`src/rtl/div_sched_pkg.sv`:
```
// Shared types, constants and helpers for the divider scheduler.
package div_sched_pkg;

  localparam int unsigned XLEN  = 32;
  localparam int unsigned TAG_W = 4;

  localparam logic [XLEN-1:0] INT_MIN = {1'b1, {(XLEN-1){1'b0}}};

  typedef enum logic [1:0] {
    DIV  = 2'd0,
    DIVU = 2'd1,
    REM  = 2'd2,
    REMU = 2'd3
  } div_op_e;

  typedef enum logic [2:0] {
    StIdle,
    StSpecial,
    StIssue,
    StWait,
    StResp
  } state_e;

  function automatic logic is_signed(div_op_e op);
    return (op == DIV) || (op == REM);
  endfunction

  function automatic logic is_rem(div_op_e op);
    return (op == REM) || (op == REMU);
  endfunction

endpackage

```
`src/rtl/div_scheduler_if.sv`:
```
// Requester and divider-core signal bundle for div_scheduler.
interface div_scheduler_if;
  import div_sched_pkg::*;

  logic [1:0]            req_valid_i;
  logic [1:0]            req_ready_o;
  logic [1:0][1:0]       req_op_i;
  logic [1:0][XLEN-1:0]  req_a_i;
  logic [1:0][XLEN-1:0]  req_b_i;
  logic [1:0][TAG_W-1:0] req_tag_i;

  logic [1:0]            resp_valid_o;
  logic [1:0]            resp_ready_i;
  logic [XLEN-1:0]       resp_data_o;
  logic [TAG_W-1:0]      resp_tag_o;

  logic                  div_in_valid_o;
  logic                  div_in_ready_i;
  logic [XLEN-1:0]       div_a_o;
  logic [XLEN-1:0]       div_b_o;
  logic                  div_out_valid_i;
  logic                  div_out_ready_o;
  logic [XLEN-1:0]       div_q_i;
  logic [XLEN-1:0]       div_r_i;

  modport slave (
    input  req_valid_i, req_op_i, req_a_i, req_b_i, req_tag_i, resp_ready_i,
           div_in_ready_i, div_out_valid_i, div_q_i, div_r_i,
    output req_ready_o, resp_valid_o, resp_data_o, resp_tag_o,
           div_in_valid_o, div_a_o, div_b_o, div_out_ready_o
  );

  modport master (
    output req_valid_i, req_op_i, req_a_i, req_b_i, req_tag_i, resp_ready_i,
           div_in_ready_i, div_out_valid_i, div_q_i, div_r_i,
    input  req_ready_o, resp_valid_o, resp_data_o, resp_tag_o,
           div_in_valid_o, div_a_o, div_b_o, div_out_ready_o
  );

endinterface

```
`src/rtl/div_rr_arb2.sv`:
```
// Two-way round-robin arbiter: a lone requester wins, a tie goes away from last_grant.
module div_rr_arb2 (
  input  logic [1:0] valid,
  input  logic       last_grant,
  output logic       grant_valid,
  output logic       grant_id
);

  always_comb begin
    grant_valid = |valid;
    grant_id    = (valid == 2'b11) ? ~last_grant : valid[1];
  end

endmodule

```
`src/rtl/div_scheduler.sv`:
```
// Shares one unsigned iterative divider between two requesters, handling RV32M
// sign fix-up, divide-by-zero and signed overflow without the core.
module div_scheduler
  import div_sched_pkg::*;
(
  input logic            clock,
  input logic            nreset,
  div_scheduler_if.slave bus
);

  state_e             state_q;
  div_op_e            op_q;
  logic [XLEN-1:0]    a_q, b_q, result_q;
  logic [TAG_W-1:0]   tag_q;
  logic               id_q, last_grant_q;
  logic [1:0]         resp_valid_q;
  logic               div_in_valid_q;

  logic               grant_valid, grant_id;
  div_op_e            sel_op;
  logic [XLEN-1:0]    sel_a, sel_b;
  logic               sel_special;
  logic               op_signed;
  logic [XLEN-1:0]    q_fix, r_fix, special_res;

  div_rr_arb2 u_arb (
    .valid       (bus.req_valid_i),
    .last_grant  (last_grant_q),
    .grant_valid (grant_valid),
    .grant_id    (grant_id)
  );

  always_comb begin
    sel_op      = div_op_e'(bus.req_op_i[grant_id]);
    sel_a       = bus.req_a_i[grant_id];
    sel_b       = bus.req_b_i[grant_id];
    sel_special = (sel_b == '0) || (is_signed(sel_op) && (sel_a == INT_MIN) && (sel_b == '1));
  end

  always_comb begin
    bus.req_ready_o = '0;
    if ((state_q == StIdle) && grant_valid) bus.req_ready_o[grant_id] = 1'b1;
  end

  assign op_signed = is_signed(op_q);

  // INT_MIN negates to itself, which the core reads as the unsigned 2^31.
  assign bus.div_a_o = (op_signed && a_q[XLEN-1]) ? -a_q : a_q;
  assign bus.div_b_o = (op_signed && b_q[XLEN-1]) ? -b_q : b_q;

  always_comb begin
    q_fix = (op_signed && (a_q[XLEN-1] ^ b_q[XLEN-1])) ? -bus.div_q_i : bus.div_q_i;
    r_fix = (op_signed && a_q[XLEN-1]) ? -bus.div_r_i : bus.div_r_i;
    if (b_q == '0) special_res = is_rem(op_q) ? a_q : '1;
    else           special_res = is_rem(op_q) ? '0 : a_q;
  end

  assign bus.div_in_valid_o  = div_in_valid_q;
  assign bus.div_out_ready_o = (state_q == StWait);
  assign bus.resp_valid_o    = resp_valid_q;
  assign bus.resp_data_o     = result_q;
  assign bus.resp_tag_o      = tag_q;

  always_ff @(posedge clock) begin
    if (!nreset) begin
      state_q        <= StIdle;
      op_q           <= DIV;
      a_q            <= '0;
      b_q            <= '0;
      result_q       <= '0;
      tag_q          <= '0;
      id_q           <= 1'b0;
      last_grant_q   <= 1'b1;
      resp_valid_q   <= '0;
      div_in_valid_q <= 1'b0;
    end else begin
      case (state_q)
        StIdle: begin
          if (grant_valid) begin
            op_q         <= sel_op;
            a_q          <= sel_a;
            b_q          <= sel_b;
            tag_q        <= bus.req_tag_i[grant_id];
            id_q         <= grant_id;
            last_grant_q <= grant_id;
            if (sel_special) begin
              state_q <= StSpecial;
            end else begin
              state_q        <= StIssue;
              div_in_valid_q <= 1'b1;
            end
          end
        end
        StSpecial: begin
          result_q     <= special_res;
          resp_valid_q <= id_q ? 2'b10 : 2'b01;
          state_q      <= StResp;
        end
        StIssue: begin
          if (bus.div_in_ready_i) begin
            div_in_valid_q <= 1'b0;
            state_q        <= StWait;
          end
        end
        StWait: begin
          if (bus.div_out_valid_i) begin
            result_q     <= is_rem(op_q) ? r_fix : q_fix;
            resp_valid_q <= id_q ? 2'b10 : 2'b01;
            state_q      <= StResp;
          end
        end
        StResp: begin
          if (bus.resp_ready_i[id_q]) begin
            resp_valid_q <= '0;
            state_q      <= StIdle;
          end
        end
        default: state_q <= StIdle;
      endcase
    end
  end

endmodule
```
`src/flat_wrapper.sv`:
```
// flat-port wrapper written by rule: the top's interface ports become plain ports
module div_scheduler_flat import div_sched_pkg::*;
  (clock, nreset, bus_req_valid_i, bus_req_op_i, bus_req_a_i, bus_req_b_i, bus_req_tag_i, bus_resp_ready_i, bus_div_in_ready_i, bus_div_out_valid_i, bus_div_q_i, bus_div_r_i, bus_req_ready_o, bus_resp_valid_o, bus_resp_data_o, bus_resp_tag_o, bus_div_in_valid_o, bus_div_a_o, bus_div_b_o, bus_div_out_ready_o);
  div_scheduler_if bus_i ();
  input logic clock;
  input logic nreset;
  input wire logic [$bits(bus_i.req_valid_i)-1:0] bus_req_valid_i;
  input wire logic [$bits(bus_i.req_op_i)-1:0] bus_req_op_i;
  input wire logic [$bits(bus_i.req_a_i)-1:0] bus_req_a_i;
  input wire logic [$bits(bus_i.req_b_i)-1:0] bus_req_b_i;
  input wire logic [$bits(bus_i.req_tag_i)-1:0] bus_req_tag_i;
  input wire logic [$bits(bus_i.resp_ready_i)-1:0] bus_resp_ready_i;
  input wire logic [$bits(bus_i.div_in_ready_i)-1:0] bus_div_in_ready_i;
  input wire logic [$bits(bus_i.div_out_valid_i)-1:0] bus_div_out_valid_i;
  input wire logic [$bits(bus_i.div_q_i)-1:0] bus_div_q_i;
  input wire logic [$bits(bus_i.div_r_i)-1:0] bus_div_r_i;
  output wire logic [$bits(bus_i.req_ready_o)-1:0] bus_req_ready_o;
  output wire logic [$bits(bus_i.resp_valid_o)-1:0] bus_resp_valid_o;
  output wire logic [$bits(bus_i.resp_data_o)-1:0] bus_resp_data_o;
  output wire logic [$bits(bus_i.resp_tag_o)-1:0] bus_resp_tag_o;
  output wire logic [$bits(bus_i.div_in_valid_o)-1:0] bus_div_in_valid_o;
  output wire logic [$bits(bus_i.div_a_o)-1:0] bus_div_a_o;
  output wire logic [$bits(bus_i.div_b_o)-1:0] bus_div_b_o;
  output wire logic [$bits(bus_i.div_out_ready_o)-1:0] bus_div_out_ready_o;
  assign bus_i.req_valid_i = bus_req_valid_i;
  assign bus_i.req_op_i = bus_req_op_i;
  assign bus_i.req_a_i = bus_req_a_i;
  assign bus_i.req_b_i = bus_req_b_i;
  assign bus_i.req_tag_i = bus_req_tag_i;
  assign bus_i.resp_ready_i = bus_resp_ready_i;
  assign bus_i.div_in_ready_i = bus_div_in_ready_i;
  assign bus_i.div_out_valid_i = bus_div_out_valid_i;
  assign bus_i.div_q_i = bus_div_q_i;
  assign bus_i.div_r_i = bus_div_r_i;
  assign bus_req_ready_o = bus_i.req_ready_o;
  assign bus_resp_valid_o = bus_i.resp_valid_o;
  assign bus_resp_data_o = bus_i.resp_data_o;
  assign bus_resp_tag_o = bus_i.resp_tag_o;
  assign bus_div_in_valid_o = bus_i.div_in_valid_o;
  assign bus_div_a_o = bus_i.div_a_o;
  assign bus_div_b_o = bus_i.div_b_o;
  assign bus_div_out_ready_o = bus_i.div_out_ready_o;
  div_scheduler u_core (.clock(clock), .nreset(nreset), .bus(bus_i));
endmodule
```
`config.mk`:
```
export PLATFORM = sky130hd
export DESIGN_NAME = div_scheduler_flat
export DESIGN_NICKNAME = d
export VERILOG_FILES = /design/src/rtl/div_sched_pkg.sv /design/src/rtl/div_scheduler_if.sv /design/src/rtl/div_rr_arb2.sv /design/src/rtl/div_scheduler.sv /design/src/flat_wrapper.sv
export SDC_FILE = /design/constraint.sdc
export NUM_CORES = 1
export LEC_CHECK = 0
export ABC_CLOCK_PERIOD_IN_PS = 2550
export CORE_UTILIZATION = 25
export CTS_CLUSTER_DIAMETER = 150
export DETAILED_ROUTE_END_ITERATION = 10
export RECOVER_POWER = 100
export SLEW_MARGIN = 10
export SYNTH_ARGS = -nofsm -noshare
export SYNTH_HDL_FRONTEND = slang
export SYNTH_SLANG_ARGS = --single-unit
```
`constraint.sdc`:
```
create_clock -name clock -period 2.55 [get_ports clock]
set_input_delay 0.3825 -clock clock [delete_from_list [all_inputs] [get_ports clock]]
set_output_delay 0.3825 -clock clock [all_outputs]
set_load 0.05 [all_outputs]
```
Word level (Yosys, flattened, before mapping) --
Index checks and enable logic that the tools add are counted.
Word-level totals: register bits after elaboration 110, bits of input ports 212, word-level logic and storage cells 97, output and inout port bits 106
Cells by class: equal/unequal tests 15, bitwise logic cells 2, magnitude comparators 3, reduce and logical (&&, ||, !) cells 25, muxes and demuxes 38, add/sub/neg operators 4
Operators by type and width (count):
- two-way mux 32 bit | 13
- negator 32 bit | 4
- == test 32 bit, second input constant | 2
- zero test 32 bit | 2
- case mux 32 bit (2 select lines) | 1
- case mux 3 bit (5 select lines) | 1
- two-way mux 2 bit | 7
- two-way mux 3 bit | 4
- == test 2 bit, second input constant | 4
- two-way mux 4 bit | 2
- AND reduction 4 bit | 2
- logical AND 1 bit | 7
- two-way mux 1 bit | 7
- == test 3 x 2 -> 1 bit, second input constant | 2
- != test 2 bit, second input constant | 3
- case mux 2 bit (3 select lines) | 1
- zero test 2 bit | 2
- logical OR 1 bit | 4
- < comparator 1 x 2 -> 1 bit, second input constant | 2
- != test 2 x 1 -> 1 bit, second input constant | 2
- AND reduction 2 bit | 2
- nonzero test 2 bit | 2
- == test 3 x 1 -> 1 bit, second input constant | 1
- == test 3 bit, second input constant | 1
- other kinds (9) | 9

Logic depth before layout (Yosys ltp) --
depth after elaboration 12, gate-level depth with buffers 9, mapped depth without buffers 8

Cells and area by module --
Synthesis repeated with hierarchy kept, for this count alone.
Second synthesis, totals: cell total of the unflattened synthesis 1134, area, all modules 8708.4 um^2
By module, submodules not included:
- div_scheduler | cells each 1132, times used 1, area each 8694.6 um^2, seq. area each 2202.1 um^2
- div_rr_arb2 | cells each 2, times used 1, area each 13.8 um^2, seq. area each 0.0 um^2

Worst setup path after synthesis --
Ideal clock, no wire load.
path type register to output, start point reg u_core.b_q[2], end point out bus_div_b_o[23], buffers on the path 0, stages on the path, launching flop included 7, data required time 2168 ps, slack -522 ps, data arrival time 2689 ps, cell sequence dfxtp_1 or3_1 nor4_1 nand2b_1 nor3_1 nor2_1 xnor2_1
Between the ends: longest elaborated chain between the ends 2
Ends and longest elaborated chain:
- start, declared | RTL line div_scheduler.sv:13 | logic [XLEN-1:0] a_q, b_q, result_q;
- start signal, assigned | RTL line div_scheduler.sv:82 | b_q <= sel_b;
- negator 32 bit | RTL line div_scheduler.sv:49 | assign bus.div_b_o = (op_signed && b_q[XLEN-1]) ? -b_q : b_q;
- two-way mux 32 bit | RTL line div_scheduler.sv:49
- end, declared | RTL line flat_wrapper.sv:23 | output wire logic [$bits(bus_i.div_b_o)-1:0] bus_div_b_o;
No other way between the ends.

Final worst setup path --
start point reg u_core.a_q[13], end point out bus_div_a_o[19]
Between the ends: longest elaborated chain between the ends 2
Ends and longest elaborated chain:
- start, declared | RTL line div_scheduler.sv:13
- start signal, assigned | RTL line div_scheduler.sv:81 | a_q <= sel_a;
- negator 32 bit | RTL line div_scheduler.sv:48 | assign bus.div_a_o = (op_signed && a_q[XLEN-1]) ? -a_q : a_q;
- two-way mux 32 bit | RTL line div_scheduler.sv:48
- end, declared | RTL line flat_wrapper.sv:22 | output wire logic [$bits(bus_i.div_a_o)-1:0] bus_div_a_o;
No other way between the ends.

==> flow_summary.html <==
<table>
<tr><th>Metric</th><th>Value</th></tr>
<tr><th colspan="2">Critical path</th></tr>
<tr><td>Critical path class</td><td>reg2out</td></tr>
<tr><td>Worst flop-to-flop path startpoint</td><td>u_core.b_q[4]</td></tr>
<tr><td>Worst setup path endpoint</td><td>bus_div_a_o[19]</td></tr>
<tr><td>Setup slack on the worst flop-to-flop path</td><td>-30 ps</td></tr>
<tr><td>Biggest fanout along the worst timing path</td><td>6</td></tr>
<tr><td>Data required time at the worst endpoint</td><td>2170 ps</td></tr>
<tr><td>Worst setup startpoint</td><td>u_core.a_q[13]</td></tr>
<tr><td>Sort of element at the end of the critical path</td><td>output port</td></tr>
<tr><td>Arrival time reported for the critical path endpoint</td><td>2580 ps</td></tr>
<tr><td>Kind of start point of the critical path</td><td>register</td></tr>
<tr><td>Count of cells along the worst register-to-register path</td><td>11</td></tr>
<tr><td>Capture point of the worst reg-to-reg path</td><td>u_core.bus.resp_data_o[3]</td></tr>
<tr><th colspan="2">Status</th></tr>
<tr><td>Status</td><td>finished with violations</td></tr>
<tr><td>Violated checks</td><td>max-capacitance violations, max-slew violations, negative setup slack</td></tr>
<tr><th colspan="2">Die</th></tr>
<tr><td>Initial core utilization</td><td>about 26%</td></tr>
<tr><td>Top Ports</td><td>about 320</td></tr>
<tr><td>Die X</td><td>between 150 and 200 µm</td></tr>
<tr><td>Die height</td><td>188 µm</td></tr>
<tr><td>Total core area</td><td>0.0337 mm²</td></tr>
<tr><td>Area of the die</td><td>0.0352 mm²</td></tr>
<tr><td>Number of placement rows</td><td>67</td></tr>
<tr><th colspan="2">Place</th></tr>
<tr><td>Place WS</td><td>-461 ps</td></tr>
<tr><td>Inst Count DP</td><td>1988</td></tr>
<tr><td>I/O Buffers</td><td>317</td></tr>
<tr><td>Routability congestion estimate</td><td>1.12</td></tr>
<tr><td>Area after detailed placement</td><td>0.0143 mm²</td></tr>
<tr><td>Final HPWL from detailed placement</td><td>34300 µm</td></tr>
<tr><th colspan="2">Flow run</th></tr>
<tr><td>Number of max-cap violations</td><td>1</td></tr>
<tr><th colspan="2">Timing</th></tr>
<tr><td>Worst slew pin tran</td><td>1700 ps</td></tr>
<tr><td>Final hold violations</td><td>0</td></tr>
<tr><td>Share of the clock period used by the worst path after layout</td><td>116%</td></tr>
<tr><td>Finish-stage setup viols</td><td>36</td></tr>
<tr><td>Count of pins over their slew limit</td><td>76</td></tr>
<tr><td>Max Freq</td><td>0.338 GHz</td></tr>
<tr><td>Relative max-transition margin</td><td>-13.4%</td></tr>
<tr><td>Unrepaired setup endpoints after global routing</td><td>yes</td></tr>
<tr><td>Slack of the critical path</td><td>-409 ps</td></tr>
<tr><td>Setup clock skew after layout</td><td>10.1 ps</td></tr>
<tr><td>Minimum period implied by the final worst setup slack</td><td>~3000 ps</td></tr>
<tr><th colspan="2">Layout</th></tr>
<tr><td>Area taken by multi-input logic gates</td><td>0.00694 mm²</td></tr>
<tr><td>Fillers</td><td>3270</td></tr>
<tr><td>Post-route core utilization</td><td>45.7%</td></tr>
<tr><td>Area used by sequential logic in the layout</td><td>between 0.002 and 0.0025 mm²</td></tr>
<tr><td>Highest-count cells in the layout ignoring fill and taps</td><td>204 x clkdlybuf4s50_1, 169 x buf_4, 136 x nor2_1, 99 x dfxtp_1</td></tr>
<tr><td>Post-Layout Inst Area</td><td>0.0154 mm²</td></tr>
<tr><td>Most common library cell in the layout ignoring fill and taps</td><td>clkdlybuf4s50_1</td></tr>
<tr><td>Share of post-route cells with drive strength above 1</td><td>between 20% and 30%</td></tr>
<tr><td>Final Instance Count excl. Fillers</td><td>2020</td></tr>
<tr><td>Net total in the final layout</td><td>approximately 1800</td></tr>
<tr><td>Signed area change from the synthesized netlist to the final layout</td><td>79.1%</td></tr>
<tr><td>N_diodes</td><td>0</td></tr>
<tr><th colspan="2">Pwr</th></tr>
<tr><td>Pwr per Cell Area</td><td>626 mW/mm²</td></tr>
<tr><td>Leak</td><td>between 5 and 6 nW</td></tr>
<tr><td>Total net switching power</td><td>approximately 4.3 mW</td></tr>
<tr><td>Portion of total power attributed to sequential cells</td><td>22.8%</td></tr>
<tr><td>Internal</td><td>5.38 mW</td></tr>
<tr><td>Share of total power in combinational logic</td><td>60.2%</td></tr>
<tr><td>Switching Share</td><td>44.2%</td></tr>
<tr><td>Clock share of power</td><td>between 15 and 20%</td></tr>
<tr><td>Maximum vdd drop</td><td>372 µV</td></tr>
<tr><th colspan="2">Route</th></tr>
<tr><td>Routed via count divided by cell count</td><td>5.31</td></tr>
<tr><td>Average wire length per cell after detail routing</td><td>21.3 µm</td></tr>
<tr><td>Final Routed Wirelength</td><td>43000 µm</td></tr>
<tr><td>DRT antenna net count</td><td>0</td></tr>
<tr><td>Routed vias</td><td>10700</td></tr>
<tr><td>Total iterations of the first detailed-routing run</td><td>5</td></tr>
<tr><td>Iter 0 DRT Violations</td><td>~790</td></tr>
<tr><td>Number of remaining DRC errors</td><td>0</td></tr>
<tr><th colspan="2">Clocking</th></tr>
<tr><td>Hold-fix buffers, CTS</td><td>0</td></tr>
<tr><td>Number of clock buffers inserted by TritonCTS</td><td>9</td></tr>
<tr><td>Clock Tree Root</td><td>clkbuf_16</td></tr>
<tr><td>TritonCTS clock tree</td><td>done</td></tr>
<tr><td>Total clock sinks</td><td>110</td></tr>
<tr><td>Clock transition time at the flip-flop clock pins of the worst setup and hold paths</td><td>roughly 80 ps</td></tr>
<tr><td>Clock buffer depth</td><td>2</td></tr>
<tr><td>CTS HTree Levels</td><td>3</td></tr>
<tr><td>Clk_lat worst skew</td><td>370 ps</td></tr>
<tr><th colspan="2">Logic synthesis</th></tr>
<tr><td>Multiplexer area fraction after synthesis</td><td>8.26%</td></tr>
<tr><td>Post-synthesis share of cell area spent on full adders, half adders and majority gates</td><td>1.28%</td></tr>
<tr><td>Netlist area before placement</td><td>~0.0086 mm²</td></tr>
<tr><td>Share of the yosys chip area belonging to registers</td><td>25.6%</td></tr>
<tr><td>Synth Area in Compound Gates</td><td>24.4%</td></tr>
<tr><td>Combinational family with the most area after synthesis</td><td>compound AO/OA/AOI/OAI gates</td></tr>
<tr><td>Xor and xnor fraction of the mapped netlist area</td><td>roughly 11%</td></tr>
<tr><td>Average footprint of a synthesized cell</td><td>~7.6 µm²</td></tr>
<tr><td>EDFF count, synth</td><td>0</td></tr>
<tr><td>Synthesized instance count</td><td>1125</td></tr>
<tr><td>Synth warn</td><td>0</td></tr>
<tr><td>Post-synth top flop</td><td>dfxtp_1</td></tr>
<tr><td>Post-Synth Simple-Gate Area</td><td>24.3%</td></tr>
<tr><td>Number of distinct library cells after synthesis</td><td>67</td></tr>
<tr><td>Flip-flop and latch count after synthesis</td><td>110</td></tr>
<tr><td>Synth Net Count</td><td>approximately 1300</td></tr>
<tr><td>Async S/R FF share, synth</td><td>0%</td></tr>
<tr><th colspan="2">Global routing</th></tr>
<tr><td>Largest net degree at the start of global routing</td><td>between 100 and 150</td></tr>
<tr><td>Number of global-route vias before repair</td><td>10600</td></tr>
<tr><td>Wire length of the first global-routing pass</td><td>between 60000 and 70000 µm</td></tr>
<tr><td>Number of antenna violations at the first check in global routing</td><td>0</td></tr>
<tr><td>All-layer global routing usage</td><td>23.5%</td></tr>
<tr><td>Residual overflow from global routing</td><td>0</td></tr>
<tr><th colspan="2">Min path</th></tr>
<tr><td>Hold Path Class</td><td>reg2reg</td></tr>
</table>
worst min path at each step:
stage,start,to,slack [ps],depth (start not counted)
final,u_core.bus.resp_data_o[20],u_core.bus.resp_data_o[20],470,2
after global routing,u_core.bus.resp_data_o[20],u_core.bus.resp_data_o[20],490,2
after CTS,u_core.bus.resp_data_o[20],u_core.bus.resp_data_o[20],480,2
after detailed placement,u_core.bus.resp_data_o[29],u_core.bus.resp_data_o[29],460,1
after global placement,u_core.bus.resp_data_o[20],u_core.bus.resp_data_o[20],460,2
after floorplan,u_core.last_grant_q,u_core.last_grant_q,440,2
cell type report:
class | count | share of cell area (%)
flip-flops and latches | 110 | 14.4
clock buffers | 10 | 1.49
clock inverters | 6 | 0.650
multi-input cells | 909 | 45.1
repair buffers | 514 | 34.2
inverters | 23 | 0.577
well taps | 448 | 3.64
metrics by stage:
step / hold WS (ps) / power (mW) / TNS (ps)
3_3_place_gp: 458 / 7.70 / -7710
4_1_cts: 476 / 9.60 / -5160
5_1_grt: 487 / 10.1 / -11830
2_1_floorplan: 441 / 4.98 / 0
3_5_place_dp: 457 / 7.72 / -8150
6_report: 468 / 9.65 / -6410
flip-flops by register name, summed over array words and instances (netlist names):
register                   count
u_core.bus.resp_tag_o          4
u_core.bus.resp_valid_o        2
u_core.bus.div_in_valid_o      1
u_core.bus.resp_data_o        32
u_core.state_q                 3
u_core.op_q                    2
u_core.id_q                    1
u_core.last_grant_q            1
u_core.a_q                    32
u_core.b_q                    32
cell usage after synthesis, drive strengths merged (3+ instances only):
cell    count  area [µm²]
inv        23        86.3
a22o        3        26.3
ha          4        50.1
nand2b      7        43.8
nor4b       5        43.8
o21a        7        52.6
o22ai       5        31.3
mux2i      71         711
nand4      22         138
nor2b       7        43.8
a41oi       5        43.8
xnor2      58         508
nor3       33         165
nor4       54         365
a221oi      4        35.0
nand2      55         206
o221ai      3        26.3
o31ai      19         143
a211oi     71         533
o211ai     17         128
nor2      148         556
buf        12        68.8
a21oi      65         325
clkbuf     71         267
xor2       52         455
or2         3        18.8
nand4b      3        26.3
or4        19         146
o21ai      46         230
maj3        6        60.1
dfxtp     110        2200
o41ai      13         144
a21o        4        30.0
a22oi      14         105
a31oi      19         119
or3        12        75.1
nand3b      7        52.6
nand3      19        95.1
and3        4        25.0
layer usage:
| metal | vias to the layer above | wire [µm] | global-route usage, % |
|---|---|---|---|
| met3 | 61 | 3350 | 5.45 |
| li1 | 5112 | - | - |
| met4 | 0 | 1020 | 6.63 |
| met2 | 483 | 20500 | 40.1 |
| met1 | 5063 | 18100 | 29.4 |
| met5 | - | 0 | 0 |
power by group through the flow:
stage                     sequential (mW)  combinational, mW  clock (mW)
after floorplan                      2.29               2.70           0
after global placement               2.19               5.51           0
after detailed placement             2.19               5.52           0
after CTS                            2.18               5.75        1.67
after global routing                 2.23               6.11        1.73
final                                2.20               5.81        1.63
kinds of logic after synthesis:
kind of cell / count (synthesis)
DFF: 110
and+or+nand+nor: 409
adders and majority gates: 10
AOI/OAI and AO/OA: 309
muxes: 71
xor gates and xnor gates: 110
buffers and inverters: 106
what timing repair did:
item	CTS	global route
hold endpoints to repair	0	0
pin swaps	21	47
setup endpoints to repair	52	57
setup buffers	4	13
resized for setup	79	100
critical path: stages, from the launching register on:
cell     delay [ps]
dfxtp_1         310
or4_4           570
nor4_4          310
nand3_2         160
buf_6           170
o41ai_4         210
buf_4           180
xnor2_4         130
buf_12          160
(Power assumes the default switching activity.)
